<file path="src/rtl/sr_ff_bist.sv">
// Self-test driver/checker for a clocked SR flip-flop: walks hold/set/reset steps, counts q/qb mismatches.
// Define SR_BIST_INVALID_EN to append an unchecked (1,1) step followed by a recovery reset step.
module sr_ff_bist #(
  parameter int NUM_LOOPS = 4,
  parameter int ERR_W     = 8
) (
  input  logic             clk,
  input  logic             rst_n,
  input  logic             start,
  input  logic             abort,
  input  logic             q_i,
  input  logic             qb_i,
  output logic             s_o,
  output logic             r_o,
  output logic             busy,
  output logic             done,
  output logic             pass,
  output logic [ERR_W-1:0] err_cnt,
  output logic [2:0]       fail_step
);

`ifdef SR_BIST_INVALID_EN
  localparam logic [2:0] LAST_STEP = 3'd6;
`else
  localparam logic [2:0] LAST_STEP = 3'd4;
`endif
  localparam logic [7:0] LAST_LOOP = 8'(NUM_LOOPS - 1);
  localparam logic [2:0] NO_FAIL   = 3'd7;

  typedef enum logic [2:0] {IDLE, APPLY, SETTLE, CHECK, DONE} state_t;

  state_t     state_reg;
  logic [2:0] step_reg;
  logic [7:0] loop_reg;

  // {s, r} driven during a step
  function automatic logic [1:0] step_drive(input logic [2:0] idx);
    case (idx)
      3'd0:    step_drive = 2'b01;
      3'd1:    step_drive = 2'b00;
      3'd2:    step_drive = 2'b10;
      3'd3:    step_drive = 2'b00;
      3'd4:    step_drive = 2'b01;
`ifdef SR_BIST_INVALID_EN
      3'd5:    step_drive = 2'b11;
      3'd6:    step_drive = 2'b01;
`endif
      default: step_drive = 2'b00;
    endcase
  endfunction

  // {expected q, check enable}; the invalid step is never checked
  function automatic logic [1:0] step_check(input logic [2:0] idx);
    case (idx)
      3'd0:    step_check = 2'b01;
      3'd1:    step_check = 2'b01;
      3'd2:    step_check = 2'b11;
      3'd3:    step_check = 2'b11;
      3'd4:    step_check = 2'b01;
`ifdef SR_BIST_INVALID_EN
      3'd5:    step_check = 2'b00;
      3'd6:    step_check = 2'b01;
`endif
      default: step_check = 2'b00;
    endcase
  endfunction

  logic       last_step;
  logic       last_loop;
  logic       mismatch;
  logic [2:0] next_idx;
  logic [1:0] cur_chk;
  logic [1:0] next_drv;

  always_comb begin
    cur_chk   = step_check(step_reg);
    last_step = (step_reg == LAST_STEP);
    last_loop = (loop_reg == LAST_LOOP);
    next_idx  = (state_reg == CHECK && !last_step) ? step_reg + 3'd1 : 3'd0;
    next_drv  = step_drive(next_idx);
    mismatch  = cur_chk[0] && ((q_i != cur_chk[1]) || (qb_i == q_i));
  end

  always_ff @(posedge clk or negedge rst_n) begin
    if (!rst_n) begin
      state_reg <= IDLE;
      step_reg  <= 3'd0;
      loop_reg  <= 8'd0;
      s_o       <= 1'b0;
      r_o       <= 1'b0;
      busy      <= 1'b0;
      done      <= 1'b0;
      pass      <= 1'b0;
      err_cnt   <= '0;
      fail_step <= NO_FAIL;
    end else begin
      done <= 1'b0;
      if (abort) begin
        // error state is deliberately left frozen for inspection
        state_reg <= IDLE;
        s_o       <= 1'b0;
        r_o       <= 1'b0;
        busy      <= 1'b0;
      end else begin
        case (state_reg)
          IDLE: begin
            if (start) begin
              state_reg  <= APPLY;
              step_reg   <= 3'd0;
              loop_reg   <= 8'd0;
              err_cnt    <= '0;
              fail_step  <= NO_FAIL;
              pass       <= 1'b0;
              busy       <= 1'b1;
              {s_o, r_o} <= next_drv;
            end
          end
          APPLY:  state_reg <= SETTLE;
          SETTLE: state_reg <= CHECK;
          CHECK: begin
            if (mismatch) begin
              if (!(&err_cnt)) err_cnt <= err_cnt + 1'b1;
              if (fail_step == NO_FAIL) fail_step <= step_reg;
            end
            if (last_step && last_loop) begin
              state_reg <= DONE;
              done      <= 1'b1;
              busy      <= 1'b0;
              pass      <= (err_cnt == '0) && !mismatch;
              s_o       <= 1'b0;
              r_o       <= 1'b0;
            end else begin
              state_reg  <= APPLY;
              step_reg   <= next_idx;
              {s_o, r_o} <= next_drv;
              if (last_step) loop_reg <= loop_reg + 8'd1;
            end
          end
          DONE:    state_reg <= IDLE;
          default: state_reg <= IDLE;
        endcase
      end
    end
  end

endmodule

</file>
<file path="config.mk">
export PLATFORM = sky130hd
export DESIGN_NAME = sr_ff_bist
export DESIGN_NICKNAME = d
export VERILOG_FILES = /design/src/rtl/sr_ff_bist.sv
export SDC_FILE = /design/constraint.sdc
export NUM_CORES = 1
export LEC_CHECK = 0
export CAP_MARGIN = 40
export CORE_ASPECT_RATIO = 0.8
export CORE_MARGIN = 1.5
export CORE_UTILIZATION = 49
export CTS_CLUSTER_SIZE = 12
export DETAILED_ROUTE_END_ITERATION = 7
export PLACE_DENSITY = 0.75
export SYNTH_ARGS = -nofsm -noshare
export SYNTH_HDL_FRONTEND = slang
export SYNTH_SLANG_ARGS = --single-unit
export TNS_END_PERCENT = 100
</file>
<file path="constraint.sdc">
create_clock -name clk -period 2.1 [get_ports clk]
set_input_delay 0.21 -clock clk [delete_from_list [all_inputs] [get_ports clk]]
set_output_delay 0.21 -clock clk [all_outputs]
set_load 0.1 [all_outputs]
</file>
==> out/qor.tcl, run 1 <==
set qor(status) {finished clean}
set qor(portion_of_the_post_synthesis_area_used_by_sequential_elements) 0.455
set qor(grt_use_total) 0.255
set qor(final_estimated_routing_congestion_in_global_placement) 0.811
set qor(design_power_total_mw) 1.69
set qor(yosys_warnings) 0
set qor(clkLatencyLatePin_ns) 0.28
set qor(ir_drop_v) 0.000633
set qor(finalClockSkew_ns) 0.00709
set qor(detailed_place.area_sq_um) 2040
set qor(worst_path_largest_cell_delay_ns) 0.41
set qor(timing.critical_path.to_type) {flop}
set qor(finalHoldViolations) 0
set qor(most_common_cell_on_crit_path) {buf_4}
set qor(async_flop_share) 1.00
set qor(hold_removal_path_class) {in2reg}
set qor(slowest_stage) {dfrtp_1}
set qor(layout_min_cycle_time_ns) 2.10
set qor(cts_max_path_buffers) 2
set qor(final_util) 0.727
set qor(timing.critical_path.required_ns) 2.29
set qor(die_height_um) 55.0
set qor(cts-buffers-inserted) 5
set qor(chain_of_cells_forming_the_critical_path) {buf_4 > ha_1 > nor2b_4 > buf_4 > o22ai_1 > nor3b_4 > buf_6 > or2_2 > mux2i_1}
set qor(pwr_density_cell_nw_per_um2) 737
set qor(grt_start_max_net_pins) 31
set qor(routed_via_density) 5.88
set qor(fmax_mhz) 477
set qor(areaGrowthSynthToFinish_pct) 38.4
set qor(gr-usage-met3) 0.0547
set qor(initialDrtViolationCount) 104
set qor(timing.critical_path.from_type) {flop}
set qor(wirelength_um) 4440
set qor(setup_viol) 0
set qor(global_route_met2_utilization) 0.426
set qor(floorplan.core_area_sq_um) 3150
set qor(maxCapViolCount) 0
set qor(grt_antenna_before_repair) 0
set qor(drt_drc_violations_left) 0
set qor(global_route.usage.met1) 0.326
set qor(placement.io_buffers) 21
set qor(drtPass1Iterations) 4
set qor(tritoncts_num_sinks) 30
set qor(grt_remaining_overflow) 0
set qor(die_area_sq_um) 3740
set qor(rsz0062_at_grt) {yes}
set qor(cts_tree) {built}
set qor(wire_per_inst_um) 16.4
set qor(design_area_sq_um) 2290
set qor(hold_slack_ns) 0.285
set qor(detailedPlacementHpwl_um) 2950
set qor(die_width_um) 68.0
set qor(drt.antenna.violating_nets) 0
set qor(number_of_synthesized_flops_with_an_enable_pin) 0
set qor(cts_h_tree_depth) 2
set qor(fillers) 222
set qor(clk_pin_slew_worst_paths_ns) 0.06
set qor(first_global_vias) 1554
set qor(layout-drive-gt1-share) 0.364
set qor(synth_top_flop_cell) {dfrtp_1}
set qor(cts.root.buffer_cell) {clkbuf_8}
set qor(initial_core_util) 0.525
set qor(final.period_utilization) 0.998
set qor(postSynthRegisterBits) 30
set qor(number_of_placement_rows) 18
set qor(static-leakage-power_nw) 1.05
set qor(ys_types) 44
set qor(vias) 1594
set qor(criticalPathCategory) {reg2reg}
set qor(synth.net_count) 190
set qor(critical_path_data_arrival_time_ns) 2.28
set qor(max_slew.worst_pin.slew_ns) 0.384
set qor(floorplan.io_pins) 22
set qor(most_common_cell_after_layout_fill_and_taps_aside) {buf_4}
set qor(grt_pass1_wl_um) 6970
set qor(timing.setup.tns_ns) 0
set qor(fin_nets) 244
set qor(num_antenna_cells) 0
set qor(critical_path_peak_fanout) 7
set qor(timing.max_slew.rel_slack) 0.744
set qor(layout.cells.most_common_list) {buf_4, nand2_1, dfrtp_1}
set qor(synth.avg_cell_area_sq_um) 9.41
set qor(slew_violations) 0
set qor(netlist_area_sq_um) 1660
set qor(grt-busiest-layer) {met2}
set qor(syn-instance-count) 176
-- power by group --
group / total (mW) / leakage, nW / switching (mW) / internal [mW]
Sequential: 0.675 / 0.398 / 0.0374 / 0.637
Combinational: 0.569 / 0.607 / 0.405 / 0.165
Clock: 0.446 / 0.0395 / 0.211 / 0.235
Total: 1.69 / 1.05 / 0.653 / 1.04
-- kinds of logic (layout without fill, tap and decap cells) --
group | after synthesis | count (layout) | synth area share
adders and majority gates | 8 | 8 | 0.0604
buffers and inverters | 13 | 68 | 0.0393
DFF | 30 | 30 | 0.455
xor gates and xnor gates | 5 | 5 | 0.0264
AOI/OAI and AO/OA | 46 | 46 | 0.184
muxes | 1 | 1 | 0.00604
and+or+nand+nor | 73 | 73 | 0.228
-- area by class of cell --
cell class | instances | area (sq um) | share of cell area
Sequential cell | 30 | 759 | 0.331
Timing Repair Buffer | 51 | 403 | 0.176
Multi-Input combinational cell | 133 | 966 | 0.421
Clock buffer | 8 | 80.1 | 0.0349
Inverter | 9 | 33.8 | 0.0147
Tap cell | 40 | 50.0 | 0.0218
-- stage by stage --
stage	instances	setup slack, ns
3_3_place_gp	259	-0.170
5_1_grt	271	-0.0579
3_5_place_dp	259	-0.278
2_1_floorplan	176	0.00411
4_1_cts	270	-0.0176
6_report	271	0.00443
-- worst paths after layout --
| path | startpoint | endpoint | slack (ns) | cells past startpoint |
|---|---|---|---|---|
| min in group asynchronous | rst_n | r_o | 0.31 | 2 |
| setup / recovery | step_reg[1] | err_cnt[0] | 0.004 | 9 |
| hold / removal | start | state_reg[0] | 0.29 | 3 |
| hold reg to reg | fail_step[2] | fail_step[2] | 0.48 | 2 |
| max in group asynchronous | rst_n | fail_step[1] | 1.47 | 2 |
| setup reg to reg | step_reg[1] | err_cnt[0] | 0.004 | 9 |
-- layer usage --
layer	vias up	wire (um)
met3	7	266
li1	750	-
met2	52	2160
met4	0	65
met1	785	1950
met5	-	0
-- cells in the mapped netlist (all sizes together) (2+ instances only) --
cell	number	area (sq um)
dfrtp	27	676
nand2	25	93.8
a21oi	11	55.1
nor2	10	37.5
inv	9	33.8
o21ai	9	45.0
ha	8	100
nand3	8	40.0
o31ai	7	52.6
nor3	5	25.0
or4	5	37.5
buf	4	31.3
o211ai	4	30.0
xor2	4	35.0
a21o	3	22.5
dfstp	3	78.8
o41ai	3	26.3
or2	3	18.8
and3	2	12.5
nand2b	2	12.5
nand4	2	12.5
nor2b	2	12.5
nor4	2	12.5
or3	2	17.5
-- repair_timing --
| item | in CTS | in global routing |
|---|---|---|
| cloned | 1 | 0 |
| buffers inserted | 2 | 1 |
| hold buffers | 0 | 0 |
| setup endpoints to repair | 8 | 21 |
| gates resized for setup | 10 | 21 |
| pin swaps | 10 | 9 |
-- worst max-delay path, delay by kind of cell, from the launching register on --
| kind | cells | cell delay [ns] |
|---|---|---|
| compound gates | 1 | 0.14 |
| simple gates | 3 | 0.61 |
| buf+inv | 3 | 0.46 |
| flops | 1 | 0.41 |
| mux | 1 | 0.21 |
| fa+ha+maj | 1 | 0.18 |
Power figures use the tool's default switching activity.
==> run 2, diff against run 1 <==
--- a/config.mk
+++ b/config.mk
@@ -13,4 +13,5 @@
 export DETAILED_ROUTE_END_ITERATION = 7
 export PLACE_DENSITY = 0.75
+export SKIP_CTS_REPAIR_TIMING = 1
 export SYNTH_ARGS = -nofsm -noshare
 export SYNTH_HDL_FRONTEND = slang
==> constraint.sdc (replaced) <==
create_clock -name clk -period 2.1 [get_ports clk]
set_input_delay 0.21 -clock clk [delete_from_list [all_inputs] [get_ports clk]]
set_output_delay 0.21 -clock clk [all_outputs]
set_load 0.02 [all_outputs]
==> run 2 against run 1 <==
Against the previous run: the flow now finishes with violations (negative setup slack); non-clock buffer count is the same; worst hold slack better by 0.0084 ns; register-to-register slack got worse by 0.06 ns; die area stayed put; critical path type unchanged; critical endpoint is now err_cnt[7]; final cell count unchanged; setup slack worse by 0.059 ns; largest cell class unchanged; via count grew 4.1%; clock skew rose by 0.0049 ns; clock-buffer cell count unchanged.
==> out/qor.tcl, run 2 (synthesis results as in run 1) <==
set qor(layout_min_cycle_time_ns) 2.16 ;# +0.0594 ns
set qor(detailedPlacementHpwl_um) 2900 ;# -1.5%
set qor(clock_power_share) 0.349 ;# +0.085
set qor(power_switching_share) 0.297 ;# -0.0897
set qor(initialDrtViolationCount) 156 ;# +50%
set qor(grt_start_max_net_pins) 31 ;# unchanged
set qor(timing.max_slew.rel_slack) 0.739 ;# -0.00463
set qor(floorplan.io_pins) 22 ;# unchanged
set qor(die_area_sq_um) 3740 ;# unchanged
set qor(placed_cells_incl_taps) 258 ;# -0.39%
set qor(timing.reg2reg.worst_path_depth) 7 ;# -2
set qor(cts_max_path_buffers) 2 ;# unchanged
set qor(comb_power_share) 0.237 ;# -0.100
set qor(rrSetupSlack_ns) -0.06 ;# -0.06 ns
set qor(critical_path_peak_fanout) 6 ;# -1
set qor(wire_per_inst_um) 18.7 ;# +14%
set qor(num_antenna_cells) 0 ;# unchanged
set qor(rsz0062_at_grt) {yes}
set qor(cts_h_tree_depth) 2 ;# unchanged
set qor(timing.critical_path.required_ns) 2.33 ;# +0.04 ns
set qor(reg2reg_from) {step_reg[0]}
set qor(timing.critical_path.from_type) {flop}
set qor(static-leakage-power_nw) 1.04 ;# -0.39%
set qor(areaGrowthSynthToFinish_pct) 45.2
set qor(grt_remaining_overflow) 0 ;# unchanged
set qor(critical_path.reg2reg.endpoint) {err_cnt[7]}
set qor(clk_pin_slew_worst_paths_ns) 0.07 ;# about the same
set qor(layout-drive-gt1-share) 0.320 ;# -0.0433
set qor(fmax_mhz) 464 ;# -2.8%
set qor(clkLatencyLatePin_ns) 0.30 ;# +0.02 ns
set qor(wirelength_um) 5070 ;# +14%
set qor(tritoncts_num_sinks) 30 ;# unchanged
set qor(number_of_placement_rows) 18 ;# unchanged
set qor(final-instance-count-excl-fill) 271 ;# unchanged
set qor(cts-buffers-inserted) 5 ;# unchanged
set qor(layout.cells.most_common_list) {buf_4, nand2_1, dfrtp_1}
set qor(finalHoldViolations) 0 ;# unchanged
set qor(grt_antenna_before_repair) 0 ;# unchanged
set qor(violations) {negative setup slack}
set qor(most_common_cell_after_layout_fill_and_taps_aside) {buf_4}
set qor(worstSetupStartpoint) {step_reg[0]}
set qor(finalClockSkew_ns) 0.0120 ;# +0.00488 ns
set qor(final_estimated_routing_congestion_in_global_placement) 0.799 ;# -1.5%
set qor(slew_violations) 0 ;# unchanged
set qor(cts.root.buffer_cell) {clkbuf_8}
set qor(die_width_um) 68.0 ;# unchanged
set qor(grt_pass1_wl_um) 6580 ;# -5.7%
set qor(final.period_utilization) 1.03 ;# +0.0283
set qor(die_height_um) 55.0 ;# unchanged
set qor(first_global_vias) 1445 ;# -7.0%
set qor(drtPass1Iterations) 4 ;# unchanged
set qor(critical_path_data_arrival_time_ns) 2.38 ;# +0.10 ns
set qor(p_switching_mw) 0.486 ;# -26%
set qor(floorplan.core_area_sq_um) 3150 ;# unchanged
set qor(placement.io_buffers) 21 ;# unchanged
set qor(setup_viol) 3 ;# +3
set qor(power.sequential.fraction) 0.414 ;# +0.015
set qor(final_util) 0.763 ;# +0.0361
set qor(maxCapViolCount) 0 ;# unchanged
set qor(pwr_density_cell_nw_per_um2) 680 ;# -7.8%
set qor(vias) 1659 ;# +4.1%
set qor(drt.antenna.violating_nets) 0 ;# unchanged
set qor(timing.final.ws_setup_ns) -0.0550 ;# -0.0594 ns
set qor(routed_via_density) 6.12 ;# +4.1%
set qor(grt_use_total) 0.246 ;# -0.00896
set qor(criticalPathCategory) {reg2reg}
set qor(initial_core_util) 0.525 ;# unchanged
set qor(cell_internal_pwr_mw) 1.15 ;# +11%
set qor(timing.critical_path.to_type) {flop}
set qor(timing.critical_path.to) {err_cnt[7]}
set qor(max_slew.worst_pin.slew_ns) 0.391 ;# +0.00695 ns
set qor(status) {finished, violations left}
set qor(drt_drc_violations_left) 0 ;# unchanged
set qor(fin_nets) 244 ;# unchanged
set qor(hold_removal_path_class) {in2async}
set qor(ir_drop_v) 0.000740 ;# +17%
set qor(cts_tree) {built}
## run 2: changes by cell type in the layout (fill, tap and decap cells not counted), sizes merged
| cell | previous run | this run |
|---|---|---|
| clkdlybuf4s50 | 4 | 21 |
| buf | 46 | 30 |
| dlymetal6s2s | 1 | 0 |
## run 2: routing by layer
metal,global-route usage,up-vias,routed length [um]
met5,0,-,0
met4,0.107,0,130
met1,0.313,812,2160
met3,0.0607,19,334
met2,0.403,75,2450
li1,-,753,-
## run 2: area by class of cell
class	instances	area, sq um
Clock buffer	8	110
Fill cell	202	747
Inverter	9	38.8
Multi-Input combinational cell	133	1010
Sequential cell	30	758
Tap cell	40	50.0
Timing Repair Buffer	51	440
## run 2: critical path: stages, from the launching register on
cell and delay, ns:
dfrtp_2 0.49, ha_4 0.20, ha_4 0.17, a2111oi_4 0.32, nor3b_4 0.09, buf_6 0.15, or4_4 0.51, a21oi_2 0.15
## run 2: worst min path at each step
stage	to	cells after the start
6_report	loop_reg[3]	2
5_1_grt	step_reg[0]	2
4_1_cts	step_reg[0]	2
2_1_floorplan	busy	0
3_3_place_gp	busy	1
3_5_place_dp	fail_step[2]	2
## run 2: power groups by stage
stage          sequential (mW)  combinational, mW  clock [mW]
2_1_floorplan            0.725              0.125           0
3_3_place_gp             0.677              0.324           0
3_5_place_dp             0.681              0.335           0
4_1_cts                  0.670              0.336       0.563
5_1_grt                  0.686              0.414       0.594
6_report                 0.678              0.388       0.570
## run 2: through the flow
stage	hold WS [ns]	area [sq um]	setup TNS [ns]	power (mW)	setup WS, ns
6_report	0.294	2410	-0.116	1.64	-0.0550
5_1_grt	0.333	2410	-0.465	1.69	-0.110
4_1_cts	0.321	2180	-0.823	1.57	-0.160
3_5_place_dp	0.484	2070	-1.15	1.02	-0.257
3_3_place_gp	0.464	2070	-0.734	1.00	-0.171
2_1_floorplan	-0.0856	1660	0	0.851	0.0725
==> RTL change 1, RTL diff (settings of run 1) <==
The option `SR_BIST_INVALID_EN` is turned on by a define.
--- a/src/rtl/sr_ff_bist.sv
+++ b/src/rtl/sr_ff_bist.sv
@@ -2,2 +2,4 @@
 // Define SR_BIST_INVALID_EN to append an unchecked (1,1) step followed by a recovery reset step.
+`define SR_BIST_INVALID_EN
+
 module sr_ff_bist #(
Behaviour: no difference found for any inputs over 10 cycles, from zero or initial values and one cycle with rst_n low; that may be too few to reach the edited logic, so the function may still have changed.
==> RTL change 1 against run 1 <==
  * Sequential cell count is the same
  * Routed wire length is 4.2% lower
  * Sequential share of layout area up 1.5 points
  * Synthesized cell count rose by 3.4%
  * Final area down 4.1%
  * Area after synthesis increased by 5.4%
  * Setup slack gained 40 ps
  * Largest power group unchanged
  * Power is 3.8% lower
==> RTL change 1: results (changes against run 1) <==
Drt
  • Drt wl/cell: 15.87 um (-3.1%)
  • DR iter-0 viols: 84 (-19%)
  • WL met1: 1.981 mm (+1.4%)
  • Routed wl met2: 2.059 mm (-4.5%)
  • Final wirelength: 4.254 mm (-4.2%)

Worst setup path
  • Crit-path max FO: 5 (-2)
  • Crit path DAT: 2240 ps (-40 ps)
  • Cell count of the worst reg-to-reg path: 6 (-3)
  • Worst R2R Setup Slack: 40 ps (+40 ps)
  • FF-to-FF End: err_cnt[6]

Place
  • Placed cell areas: 2076 um2 (+1.5%)
  • Post-Place Cells: 257 (-0.77%)
  • Buffers on Ports: 21 (unchanged)
  • DP Worst Slack: -46.42 ps (+231.2 ps)
  • Final HPWL from detailed placement: 3.233 mm (+9.8%)
  • Final GP Congestion: 0.8818 (+8.8%)

GRT
  • Vias in the first global route: 1,570 (+1.0%)
  • Met2 Use GR: 36.95% (-5.6 points)
  • Met1 usage: 33.26% (+0.64 points)
  • First-pass GRT wire length: 7.396 mm (+6.1%)
  • GRT Overall Usage: 23.97% (-1.6 points)
  • Routing usage on met3: 7.720% (+2.3 points)

Cells and area
  • Post-route cell area: 2197 um2 (-4.1%)
  • Final net count: 237 (-2.9%)
  • Fillers: 294 (+32%)
  • Layout cells sized above 1: 30.53% (-5.8 points)

Min path
  • Worst Hold Class: in2async

Timing
  • Least-Margin Pin Slew: 454.5 ps (+70.19 ps)
  • Fmax: 0.4864 GHz (+1.9%)
  • Final Skew: 10.81 ps (+3.723 ps)

Yosys
  • Avg Inst Size Synth: 9.597 um2 (+2.0%)
  • Post-synth cell types: 54 (+23%)
  • Synth Net Count: 194 (+2.1%)
  • Ranking of synthesized cells by area: dfrtp_1 (39%), dfstp_2 (4.5%), ha_1 (4.3%)
  • Synth top area share: 38.68% (-2.1 points)
  • Register area share after synthesis: 43.19% (-2.3 points)
  • Most frequent cells after synthesis: dfrtp_1 (27), nor2_1 (17), nand2_1 (13)

Power and ir drop
  • Clk pwr: 470 uW (+5.4%)
  • Sw frac: 36.06% (-2.6 points)
  • Sequential Power Share: 40.8% (+0.9 points)
  • Leakage: 0.001019 uW (-2.5%)

Status
  • Status: completed
## RTL change 1: how the worst min path moves through the flow
stage           from  depth (start not counted)            to  slack, ps
2_1_floorplan  rst_n                          0          busy        -90
3_3_place_gp    busy                          1          busy        460
3_5_place_dp     s_o                          1           s_o        480
4_1_cts        rst_n                          2  state_reg[1]        320
5_1_grt        rst_n                          2  state_reg[1]        360
6_report       rst_n                          2  state_reg[1]        310
## RTL change 1: per-stage QoR
stage | hold WS [ps] | power [uW] | setup TNS, ps
floorplan | -85.59 | 1023 | 0
global placement | 461.2 | 1144 | -1.992
detailed placement | 478.0 | 1155 | -86.76
CTS | 323.3 | 1633 | 0
global route | 361.4 | 1708 | -11.22
finish | 314.4 | 1627 | 0
## RTL change 1: worst max-delay path, cell delays in order (launching register included)
cell	delay (ps)
dfrtp_1	420
ha_1	200
ha_1	220
or4_1	590
nand3_1	160
a41oi_1	130
a211oi_1	240
## RTL change 1: what timing repair did
item	CTS	global route
buffers inserted	0	3
resized for setup	0	3
hold buffers	0	0
endpoints found under the setup margin	0	8
## RTL change 1: logic make-up (layout without fill, tap and decap cells)
| group | Yosys count | after routing | share of synthesized area [%] |
|---|---|---|---|
| XOR/XNOR | 2 | 2 | 1.003 |
| adder cells (fa/ha/maj) | 6 | 6 | 4.298 |
| flip-flops | 30 | 30 | 43.20 |
| AND/OR/NAND/NOR | 74 | 74 | 23.64 |
| AO/OA/AOI/OAI | 51 | 51 | 21.28 |
| buffers and inverters | 15 | 59 | 4.011 |
| multiplexers | 4 | 4 | 2.579 |
## RTL change 1: cell type report
| cell class | instances | area share (%) |
|---|---|---|
| clock buffer | 8 | 4.100 |
| inverter | 9 | 1.538 |
| multi-input combinational | 137 | 42.37 |
| sequential | 30 | 34.68 |
| tap | 42 | 2.392 |
| timing repair buffer | 42 | 14.92 |
==> RTL change 2, RTL diff (config.mk and constraints of run 1) <==
Made on the original files. Register the output `done` once more, cleared by the reset; this adds one clock of latency there. The other outputs are not delayed to match.
--- a/src/rtl/sr_ff_bist.sv
+++ b/src/rtl/sr_ff_bist.sv
@@ -30,2 +30,4 @@
   typedef enum logic [2:0] {IDLE, APPLY, SETTLE, CHECK, DONE} state_t;
+
+  logic done_s0;
 
@@ -91,3 +93,3 @@
       busy      <= 1'b0;
-      done      <= 1'b0;
+      done_s0   <= 1'b0;
       pass      <= 1'b0;
@@ -96,3 +98,3 @@
     end else begin
-      done <= 1'b0;
+      done_s0 <= 1'b0;
       if (abort) begin
@@ -126,3 +128,3 @@
               state_reg <= DONE;
-              done      <= 1'b1;
+              done_s0   <= 1'b1;
               busy      <= 1'b0;
@@ -145,2 +147,10 @@
 
+  always_ff @(posedge clk or negedge rst_n) begin
+    if (!rst_n) begin
+      done <= '0;
+    end else begin
+      done <= done_s0;
+    end
+  end
+
 endmodule
Formal check against the unedited RTL: same outputs for any inputs over 10 cycles, from zero or initial values and one cycle with rst_n low; that may be too few to reach the edited logic, so the function may still have changed.
==> RTL change 2 against run 1 <==
  * Setup slack gained 38 ps
  * Power grew 4.6%
  * Sequential cell count grew 1
  * Routed wire length shrank 3.5%
  * Critical path depth shrank 2
  * Die area grew 4.1%
  * Final area grew 0.27%
  * Area after synthesis grew 4.3%
  * Synthesized cell count grew 6.8%
  * Critical path type unchanged
  * Largest power group unchanged
==> RTL change 2: results (changes against run 1) <==
Yosys
  • Post-Syn Instances: 188 (+6.8%)
  • Ranking of synthesized cells by area: dfrtp_1 (41%), nand2_1 (5.9%), ha_1 (5.8%)
  • Synth Area in Adders: 5.793% (-0.25 points)
  • Post-synth cell types: 45 (+2.3%)
  • Most frequent cells after synthesis: dfrtp_1 (28), nand2_1 (27), inv_1 (14)
  • Synth Net Count: 202 (+6.3%)
  • Register area share after synthesis: 45.11% (-0.43 points)
  • XOR/XNOR share of the synthesized area: 3.548% (+0.90 points)
  • Flops & latches, synth: 31 (+3.3%)
  • Synth Area in Compound Gates: 19.33% (+0.90 points)
  • Post-synthesis mux area share: 0.6517% (+0.047 points)

Clock network
  • Post-cts resize count: 3 (-7)
  • CTS Root Cell: clkbuf_8
  • Clock buffer depth: 2 (unchanged)

Place
  • Final HPWL from detailed placement: 3.126 mm (+6.1%)
  • DP Worst Slack: -313.9 ps (-36.34 ps)
  • Placed cell areas: 2082 um2 (+1.8%)
  • Final GP Congestion: 0.8518 (+5.1%)
  • Post-Place Cells: 266 (+2.7%)

Status
  • Status: completed

Cells and area
  • Non-clk bufs: 44 (-14%)
  • Fillers: 267 (+20%)
  • Layout cells sized above 1: 32.34% (-4.0 points)
  • Signal buffers share of area: 15.02% (-2.6 points)
  • Non-clk invs: 14 (+5)
  • Finished Layout Cells: 277 (+2.2%)
  • Fin util: 67.61% (-5.1 points)
  • Final-layout clock-cell area share: 4.518% (+1.0 points)
  • Comb_multi_in: 138 (+3.8%)
  • Layout clock buffers: 7 (-1)
  • Register area: 789.5 um2 (+4.0%)
  • Final net count: 248 (+1.6%)
  • Area of the multi-input gates: 954.7 um2 (-1.2%)

Timing
  • Final Skew: 6.738 ps (-0.3519 ps)
  • Least-Margin Pin Slew: 551.5 ps (+167.1 ps)
  • Hold_ws: 302.8 ps (+17.48 ps)

Worst setup path
  • Cell count of the worst reg-to-reg path: 7 (-2)
  • RR Startpoint: step_reg[0]
  • Crit-path max FO: 5 (-2)
  • FF-to-FF End: err_cnt[3]
  • Worst R2R Setup Slack: 40 ps (+40 ps)

Power and ir drop
  • Max IR drop VDD: 0.8772 mV (+39%)
  • Leakage: 0.001007 uW (-3.7%)

GRT
  • Met1 usage: 30.41% (-2.2 points)
  • Vias in the first global route: 1,566 (+0.77%)
  • Routing usage on met3: 7.065% (+1.6 points)
  • GRT Overall Usage: 23.99% (-1.5 points)
  • Pin count of the biggest net entering global routing: 32 (+3.2%)
  • Met2 Use GR: 39.70% (-2.9 points)
  • First-pass GRT wire length: 7.245 mm (+4.0%)

Drt
  • DR iter-0 viols: 88 (-15%)
  • Vias/cell: 5.653 (-3.9%)
  • Drt wl/cell: 15.48 um (-5.6%)
  • DR WL met3: 172 um (-35%)
  • WL met1: 1.916 mm (-1.9%)
  • Routed wl met2: 2.163 mm (+0.32%)

Min path
  • Worst Hold Class: in2async

Die
  • Die area: 3894 um2 (+4.1%)
-- RTL change 2: report_power, final --
| part | leakage (uW) | internal (uW) | total (uW) | switching, uW |
|---|---|---|---|---|
| combinational | 0.000551 | 152 | 548 | 396 |
| sequential | 0.000406 | 656 | 696 | 39.7 |
| clock | 0.0000505 | 298 | 524 | 226 |
-- RTL change 2: worst max path at each step --
stage / depth (start not counted) / to / slack, ps / startpoint
floorplan: 5 / err_cnt[3] / 50 / state_reg[0]
global placement: 6 / err_cnt[3] / -240 / start
detailed placement: 6 / err_cnt[3] / -310 / start
CTS: 7 / loop_reg[3] / -50 / step_reg[1]
global route: 5 / err_cnt[3] / -30 / state_reg[0]
finish: 7 / err_cnt[3] / 40 / step_reg[0]
-- RTL change 2: worst max-delay path, cell delays in order (launching register included) --
cell and delay [ps]:
dfrtp_1 430, ha_2 210, ha_1 180, inv_2 100, o2111ai_4 120, a311o_1 400
or4_1 410, a21oi_1 140
